==> config.mk <==
export PLATFORM = sky130hd
export DESIGN_NAME = hazard_fwd_unit
export DESIGN_NICKNAME = d
export VERILOG_FILES = /design/src/rtl/cpu_pkg.sv /design/src/rtl/stage_tag_reg.sv /design/src/rtl/hazard_fwd_unit.sv
export SDC_FILE = /design/constraint.sdc
export NUM_CORES = 1
export LEC_CHECK = 0
export CORE_MARGIN = 2
export CORE_UTILIZATION = 47
export DETAILED_ROUTE_END_ITERATION = 16
export PLACE_DENSITY_LB_ADDON = 0.25
export SYNTH_ARGS = -nofsm -noshare
export SYNTH_HDL_FRONTEND = slang
export SYNTH_HIERARCHICAL = 1
export SYNTH_SLANG_ARGS = --single-unit
==> constraint.sdc <==
create_clock -name clk -period 1.7 [get_ports clk]
set_clock_uncertainty 0.1 [all_clocks]
set_input_delay 0.34 -clock clk [delete_from_list [all_inputs] [get_ports clk]]
set_output_delay 0.34 -clock clk [all_outputs]
set_load 0.01 [all_outputs]
==> src/rtl/cpu_pkg.sv <==
// Shared pipeline-tag types and the forwarding-select rule for the hazard/forwarding unit.
package cpu_pkg;
  localparam int TAG_W = 5;
  localparam logic [TAG_W-1:0] XZR = 5'd31;

  typedef enum logic [1:0] {
    FWD_REG   = 2'b00,
    FWD_EXMEM = 2'b01,
    FWD_MEMWB = 2'b10
  } fwd_sel_t;

  typedef struct packed {
    logic [TAG_W-1:0] rd;
    logic             reg_write;
    logic             mem_read;
  } stage_tag_t;

  typedef struct packed {
    stage_tag_t       tag;
    logic [TAG_W-1:0] ra;
    logic [TAG_W-1:0] rb;
    logic             ra_used;
    logic             rb_used;
  } ex_tag_t;

  // Youngest writer wins; XZR reads and unused operands always come from the register file.
  function automatic fwd_sel_t fwd_pick(input logic [TAG_W-1:0] r, input logic used,
                                        input stage_tag_t mem, input stage_tag_t wb);
    fwd_sel_t sel;
    sel = FWD_REG;
    if (used && r != XZR) begin
      if (mem.reg_write && mem.rd == r)     sel = FWD_EXMEM;
      else if (wb.reg_write && wb.rd == r)  sel = FWD_MEMWB;
    end
    return sel;
  endfunction
endpackage

==> src/rtl/stage_tag_reg.sv <==
// One pipeline tag register; a bubble loads the all-zero (inert) tag.
module stage_tag_reg
  import cpu_pkg::*;
#(
  parameter type T = stage_tag_t
) (
  input  logic clk,
  input  logic rst_n,
  input  logic bubble_i,
  input  T     d_i,
  output T     q_o
);
  T tag_q;

  always_ff @(posedge clk or negedge rst_n) begin
    if (!rst_n)        tag_q <= '0;
    else if (bubble_i) tag_q <= '0;
    else               tag_q <= d_i;
  end

  assign q_o = tag_q;
endmodule

==> src/rtl/hazard_fwd_unit.sv <==
// Load-use stall detection and EX operand forwarding selects from EX/MEM/WB destination tags.
module hazard_fwd_unit
  import cpu_pkg::*;
#(
  parameter int REG_W = 5,
  parameter int CNT_W = 16
) (
  input  logic             clk,
  input  logic             reset,
  input  logic [REG_W-1:0] id_ra,
  input  logic [REG_W-1:0] id_rb,
  input  logic             id_ra_used,
  input  logic             id_rb_used,
  input  logic [REG_W-1:0] id_rd,
  input  logic             id_reg_write,
  input  logic             id_mem_read,
  input  logic             flush,
  output logic             stall,
  output logic [1:0]       fwd_a_sel,
  output logic [1:0]       fwd_b_sel,
  output logic [CNT_W-1:0] stall_count
);
  ex_tag_t    ex_d, ex_q;
  stage_tag_t mem_q, wb_q;
  logic       ld_hit, ex_bubble;
  logic [CNT_W-1:0] cnt_d, cnt_q;

  assign ex_d.tag.rd        = id_rd;
  assign ex_d.tag.reg_write = id_reg_write;
  assign ex_d.tag.mem_read  = id_mem_read;
  assign ex_d.ra            = id_ra;
  assign ex_d.rb            = id_rb;
  assign ex_d.ra_used       = id_ra_used;
  assign ex_d.rb_used       = id_rb_used;

  assign ld_hit = ex_q.tag.mem_read && (ex_q.tag.rd != XZR) &&
                  ((id_ra_used && id_ra == ex_q.tag.rd) || (id_rb_used && id_rb == ex_q.tag.rd));
  // A flushed decode slot can't stall; either way EX takes a bubble.
  assign stall     = ld_hit && !flush;
  assign ex_bubble = stall || flush;

  stage_tag_reg #(.T(ex_tag_t)) u_ex (
    .clk(clk), .rst_n(reset), .bubble_i(ex_bubble), .d_i(ex_d), .q_o(ex_q)
  );
  stage_tag_reg #(.T(stage_tag_t)) u_mem (
    .clk(clk), .rst_n(reset), .bubble_i(1'b0), .d_i(ex_q.tag), .q_o(mem_q)
  );
  stage_tag_reg #(.T(stage_tag_t)) u_wb (
    .clk(clk), .rst_n(reset), .bubble_i(1'b0), .d_i(mem_q), .q_o(wb_q)
  );

  assign fwd_a_sel = fwd_pick(ex_q.ra, ex_q.ra_used, mem_q, wb_q);
  assign fwd_b_sel = fwd_pick(ex_q.rb, ex_q.rb_used, mem_q, wb_q);

  assign cnt_d = (stall && !(&cnt_q)) ? cnt_q + 1'b1 : cnt_q;

  always_ff @(posedge clk or negedge reset) begin
    if (!reset) cnt_q <= '0;
    else        cnt_q <= cnt_d;
  end

  assign stall_count = cnt_q;
endmodule

-- Word level (Yosys, flattened, before mapping)
Cells that the tools add are included.
- register bits after elaboration: 47
- bits in latches: 0
- memory bits (writable): 0
- bits in read-only memories: 0
- logic and storage cells: 46
- memories: 0
- add/sub/neg operators: 1
- multiply operators: 0
- div/mod/pow operators: 0
- $lt $le $gt $ge: 0
- equality and inequality tests: 9
- shifts and indexed selects: 0
- muxes and demuxes: 7
- bitwise operators: 0
- reduce and logical (&&, ||, !) cells: 17
- operators by type and width (kind ; number):
    == test 5 bit ; 6
    2-to-1 mux 19 bit ; 1
    adder 16 x 1 -> 16 bit (second input constant) ; 1
    AND reduction 16 bit ; 1
    != test 5 bit (second input constant) ; 3
    logical AND 1 bit ; 12
    2-to-1 mux 2 bit ; 6
    zero test 1 bit ; 2
    logical OR 1 bit ; 2

-- Logic depth before layout (Yosys ltp)
Gate-level depths: netlist of run 1.
- depth after elaboration: 7
- mapped depth: 7
- gate-level depth less buffers: 6

-- By module
The synthesis of run 1 kept the hierarchy.
- by module, submodules not included (module ; instances ; cells each ; area an instance (sq um) ; seq. area each (sq um)):
    hazard_fwd_unit ; 1 ; 145 ; 1297.5 ; 400.4
    stage_tag_reg at u_ex ; 1 ; 39 ; 611.8 ; 475.5
    stage_tag_reg at u_mem ... ; 2 ; 14 ; 219.0 ; 175.2

-- Least setup slack after synthesis of run 1
No wires, ideal clock.
- path kind: reg2reg
- start point: register cnt_q[0], in the netlist stall_count[0]
- end point: register cnt_q[1], in the netlist stall_count[1]
- library setup time: 128 ps
- data arrival time: 1543 ps
- required time: 1472 ps
- setup slack: -71 ps
- cell stages (with the launch flop): 7
- buffers on the path: 0
- clock period less this slack: 1771 ps
- cell sequence: dfrtp_1 > ha_1 > nand4_1 > nor4_2 > nor2_1 > nand3b_1 > mux2_1
- cells in the longest elaborated chain, start to end: 3
- RTL lines (what ; line ; source):
    start: declaration ; hazard_fwd_unit.sv:26 ; logic [CNT_W-1:0] cnt_d, cnt_q;
    start signal: assignment ; hazard_fwd_unit.sv:59 ; else cnt_q <= cnt_d;
    parallel branches: the longest is 3 deep, another holds adder 16 x 1 -> 16 bit ; - ;
Parallel ways; which one is timed is not known.
A chain may end at the register's enable or synchronous reset.

-- Final worst setup path of run 1
- start point: register u_mem.tag_q, in the netlist u_mem/q_o[4]
- end point: output fwd_b_sel[1]
- cells in the longest elaborated chain, start to end: 4
- RTL lines (what ; line ; source):
    start: declaration ; stage_tag_reg.sv:13 ; T tag_q;
    start signal: assignment ; stage_tag_reg.sv:18 ; else tag_q <= d_i;
    == test 5 bit ; cpu_pkg.sv:32 ; if (mem.reg_write && mem.rd == r) sel = FWD_EXMEM;
    logical AND 1 bit ; cpu_pkg.sv:32 ;
    2-to-1 mux 2 bit ; cpu_pkg.sv:32 ;
    2-to-1 mux 2 bit ; cpu_pkg.sv:31 ; if (used && r != XZR) begin
    end: declaration ; hazard_fwd_unit.sv:20 ; output logic [1:0] fwd_b_sel,
No other way between the ends.

==> reports/metrics.cfg, run 1 <==
[run_status]
status=complete, but fails checks
failed_checks=negative setup slack

[route]
drtIter0Drc=78
vias=1930
drtPass1Iterations=4
drt_wl_total_um=6120
antenna_left=0
drc=0
vias_per_cell=5.20
wl_per_cell_um=16.5

[sta]
tns_ps=-7440
fmax_ghz=0.469
fin_ws_ps=-432
fin_hold_ws_ps=340
fin_crit_ps=2130
grt_setup_unrepaired=yes
setup_violations=40
hold_viol_final=0
drv_slew=0
fin_crit_sh=1.25

[hold_path]
hp-class=in -> reg

[worst_setup_path]
critPathBufInv=1
cp_data_required_time_ps=1260
crit_family=simple AND/OR/NAND/NOR gates
crit_path_cell_trace=xor2_1 -> nor4_2 -> nand3_1 -> nor3b_2 -> buf_2
cp_max_fo=3
rrSetupSlack_ps=-340
critPathMaxStageDelay_ps=420
worstSetupPathType=reg -> out
cpMaxStageDelayCell=dfrtp_1
cp-end-kind=primary output
start_kind=flip-flop
crit_arrival_ps=1690

[cts]
clk_latency_ps=300
cts_buffers=5
cts_buffer_depth=2
path_clk_slew_ps=80
cts-root-buf=clkbuf_8
cts_tree=done
clock_sinks=47
ctsHtreeMaxLevel=2

[pwr]
combPwrFrac=0.153
power_density_nw_per_um2=665
vdd_drop_max_mv=0.572
switching_share=0.236
switching_power_mw=0.568
clock_power_share=0.348
p_leak_nw=1.75
p_seq_frac=0.499
p_int_mw=1.84

[die]
fp-row-count=25
fp.dieH_um=73.7
ios=43
die_area_um2=5430
fp.dieW_um=73.7
start_util=0.487
core_area_um2=4690

[finish]
diodes=0
nFillCells=282
area_growth_pct=58.4
nets=339
drive_gt1_frac=0.363

[global_routing]
grt-ovfl-total=0
grt_first_pass_wirelength_um=9230
grt_max_degree=48
antenna_found_initial=0
grt_pass1_vias=1968
grt.total_usage=0.231

[placed_design]
numPortBuffers=42
dp_hpwl_um=3600
globalplace.congestion=0.874

[logic_synthesis]
avgSynthCellArea_um2=11.0
syn_inst=208
ys_warn_count=6
syn_area_um2=2280

[flow_run]
drv_cap=0

final timing paths:
path | endpoint | cells after the start | from
setup reg to reg | stall_count[1]$_DFFE_PN0P_ | 7 | u_ex/q_o[17]$_DFF_PN0_
hold / removal | u_ex/q_o[3]$_DFF_PN0_ | 2 | id_rb[1]
setup / recovery | fwd_b_sel[1] | 5 | u_mem/q_o[4]$_DFF_PN0_
max in group asynchronous | stall_count[3]$_DFFE_PN0P_ | 3 | reset
hold reg to reg | u_mem/q_o[1]$_DFF_PN0_ | 1 | u_ex/q_o[13]$_DFF_PN0_
min in group asynchronous | u_ex/q_o[14]$_DFF_PN0_ | 3 | reset
timing repair:
action,in CTS,in global routing
resized for setup,93,32
pin swaps,20,17
hold endpoints to repair,47,0
buffers inserted,14,6
setup endpoints to repair,55,41
cloned,3,0
hold buffers,1,0
metrics by stage:
stage                     utilization  power [mW]  worst slack (ps)  instances  area, um2
after floorplan                     -        1.34             -16.5        219       2330
after global placement          0.656        1.50              -836        347       3080
after detailed placement        0.656        1.51              -858        347       3080
after CTS                       0.750        2.41              -498        372       3520
after global routing            0.771        2.52              -542        371       3620
final                           0.771        2.41              -432        371       3620
registers in the layout (all words and copies together) (netlist names):
register / count
u_ex/q_o: 19
u_mem/q_o: 6
u_wb/q_o: 6
stall_count: 16
power groups by stage:
stage               logic, mW  clock network [mW]  registers [mW]
finish                  0.369               0.837            1.20
global route            0.397               0.915            1.21
CTS                     0.353               0.862            1.20
detailed placement      0.294                   0            1.22
global placement        0.287                   0            1.22
floorplan               0.123                   0            1.22
cell type report:
cell class | instances | area, um2 | share of cell area
multi-input combinational | 167 | 1410 | 0.389
sequential | 47 | 1180 | 0.327
timing repair buffer | 94 | 841 | 0.232
clock buffer | 6 | 82.6 | 0.0228
tap | 54 | 67.6 | 0.0187
clock inverter | 2 | 35.0 | 0.00968
inverter | 1 | 3.75 | 0.00104
metal layers:
metal / routed length, um / vias to the layer above / GRT usage
met2: 3090 / 64 / 0.368
met5: 0 / - / 0
li1: - / 914 / -
met1: 2710 / 946 / 0.307
met3: 259 / 6 / 0.0398
met4: 63 / 0 / 0.109
placed cells by master (no fill, tap or decap), types with 3 or more instances in the layout:
cell type and instances:
conb_1 12, clkbuf_8 6, nor2b_2 5, buf_8 3, buf_4 34, mux2_4 3, nand3_2 4, buf_6 13
xor2_1 15, and2b_1 8, dlygate4sd2_1 23, nor2_1 6, nor4_2 4, nand3_4 7, xnor2_1 16, dfrtp_2 5
nand2_1 9, nor2b_1 18, buf_2 6, clkdlybuf4s50_1 12, nand4_1 8, nand3_1 9, xnor2_2 10, nor3_1 5
dfrtp_1 42
Power figures use the tool's default switching activity.
==> run 2: changes to the inputs <==
CORE_UTILIZATION = 46   (was 47)
SYNTH_HIERARCHICAL = unset   (was 1)
==> run 2 against run 1 <==
Critical path type unchanged. Area after synthesis is 2.4% lower. Largest cell class unchanged. Via count is 11% lower. Sequential share of layout area is 2.7 points higher. Final cell count is 11% lower. The flow still finishes with violations (negative setup slack). Critical path depth stayed put. Count of clock-buffer cells in the layout is 2 higher.
==> reports/metrics.cfg, run 2 <==
[global_routing]
grt_first_pass_wirelength_um=8670
grt_pass1_vias=1783
antenna_found_initial=0
grt.total_usage=0.213
grt-ovfl-total=0
grt_max_degree=26

[finish]
layout_commonest_cell=dfrtp_1
largest_reg_flops=19
stdcell_area_um2=3340
drive_gt1_frac=0.386
fin_cells=331
final_cell_mix=43 x dfrtp_1, 30 x buf_4, 24 x xnor2_1, 20 x and2_4, 18 x dlygate4sd2_1
nets=299
area_growth_pct=50.0
fin_util=0.713
diodes=0

[die]
fp.dieW_um=73.6
core_area_um2=4690
fp-row-count=25
ios=43
fp.dieH_um=73.6
start_util=0.475
die_area_um2=5420

[worst_setup_path]
cp_data_required_time_ps=1260
cp_max_fo=3
crit_arrival_ps=1670
cpMaxStageDelayCell=dfrtp_1
worstSetupPathType=reg -> out
critPathMaxStageDelay_ps=430
cp-end-kind=primary output
reg2reg_from=u_ex.q_o[18]$_DFF_PN0_
start_kind=flip-flop
cp-startpoint=u_mem.q_o[5]$_DFF_PN0_
crit_path_cell_trace=xor2_1 -> nor4_2 -> nand3_1 -> nor3b_2 -> buf_2

[logic_synthesis]
ys_warn_count=0
synth_common_cells=47 x dfrtp_1, 28 x xnor2_1, 17 x xor2_1, 13 x nand4_1, 11 x nand3_1
synth_edf_count=0
syn_inst=184
syn_area_um2=2230
synth_area_leaders=dfrtp_1 53%, xnor2_1 11%, xor2_1 6.7%
ys_seq_area_frac=0.527
yosys_register_bits=47
synthDistinctLibCells=32
netlist.area_leader.share=0.527
synth_fp_nets=207
synth.most_common_cell=dfrtp_1
yosys.area.top_type=dfrtp_1
avgSynthCellArea_um2=12.1
synth_ff_type=dfrtp_1
synth-async-reset-ratio=1.00

[run_status]
failed_checks=negative setup slack
status=complete, but fails checks

[sta]
fin_ws_ps=-412
drv_slew=0
fmax_ghz=0.474
hold_viol_final=0
grt_setup_unrepaired=yes
fin_crit_sh=1.24
setup_violations=40
max_slew_margin=0.737
worst_pin_slew_ps=394
fin_crit_ps=2110

[route]
drt_wl_total_um=5250
drtPass1Iterations=4
drc=0
vias_per_cell=5.21
drtIter0Drc=91
antenna_left=0
wl_per_cell_um=15.8
vias=1723

[placed_design]
globalplace.congestion=0.809
dp_hpwl_um=3480
dp.cells=303
dpl_cell_area_um2=2910
numPortBuffers=42

[cts]
cts_buffer_depth=2
path_clk_slew_ps=80
clk_latency_ps=300
ctsHtreeMaxLevel=2
cts_tree=done
clock_sinks=47
cts_buffers=5
cts-root-buf=clkbuf_8

[pwr]
vdd_drop_max_mv=0.582
p_leak_nw=1.63
power_density_nw_per_um2=684

[flow_run]
drv_cap=0

[hold_path]
hp-class=reg -> reg
min-delay-start=u_ex.q_o[13]$_DFF_PN0_

-- run 2: report_power, final --
part           switching, mW  internal (mW)
Combinational          0.155          0.197
Clock                  0.353          0.371
Sequential            0.0469           1.17
-- run 2: logic make-up after synthesis --
group           synth area share
mux                      0.00673
fa+ha+maj                0.00561
flops                      0.527
xor+xnor                   0.177
simple gates               0.237
buf+inv                   0.0152
compound gates            0.0309
-- run 2: critical path, delay by kind of cell (launching register included) --
family	cells	cell delay (ps)
xor+xnor	1	190
simple gates	3	600
buf+inv	1	150
flops	1	430
-- run 2: path summary, 6_finish.rpt --
check                      slack [ps]                          to  depth (start not counted)
setup / recovery                 -410                fwd_b_sel[1]                          5
hold / removal                    250      u_mem.q_o[1]$_DFF_PN0_                          0
setup reg to reg                 -260  stall_count[1]$_DFFE_PN0P_                          7
hold reg to reg                   250      u_mem.q_o[1]$_DFF_PN0_                          0
max in group asynchronous         680  stall_count[8]$_DFFE_PN0P_                          3
min in group asynchronous         350       u_wb.q_o[1]$_DFF_PN0_                          2
-- run 2: area by class of cell --
type                    count  area [um2]
clock buffers               8         100
fillers                   354        1350
inverters                   1        3.75
multi-input cells         136        1220
flip-flops and latches     47        1180
well taps                  54        67.6
repair buffers             85         773
-- run 2: stage by stage --
step | hold slack, ps | power [mW] | setup WS [ps] | TNS (ps)
6_report | 253 | 2.29 | -412 | -6770
5_1_grt | 262 | 2.40 | -484 | -9840
4_1_cts | 256 | 2.29 | -473 | -6050
3_5_place_dp | 125 | 1.52 | -799 | -20880
3_3_place_gp | 125 | 1.52 | -791 | -20580
2_1_floorplan | -55.6 | 1.36 | -110 | -174
-- run 2: repair_timing --
item	4_1_cts	5_1_grt
setup endpoints to repair	53	43
pin swaps	41	33
setup buffers	13	5
hold buffers	1	0
cloned	4	0
resized for setup	71	19
hold endpoints to repair	8	0
-- run 2: routing by layer --
metal	GRT usage	share of wire
met2	0.336	0.48
met4	0.0485	0.0088
met1	0.309	0.48
met3	0.0357	0.037
met5	0	0
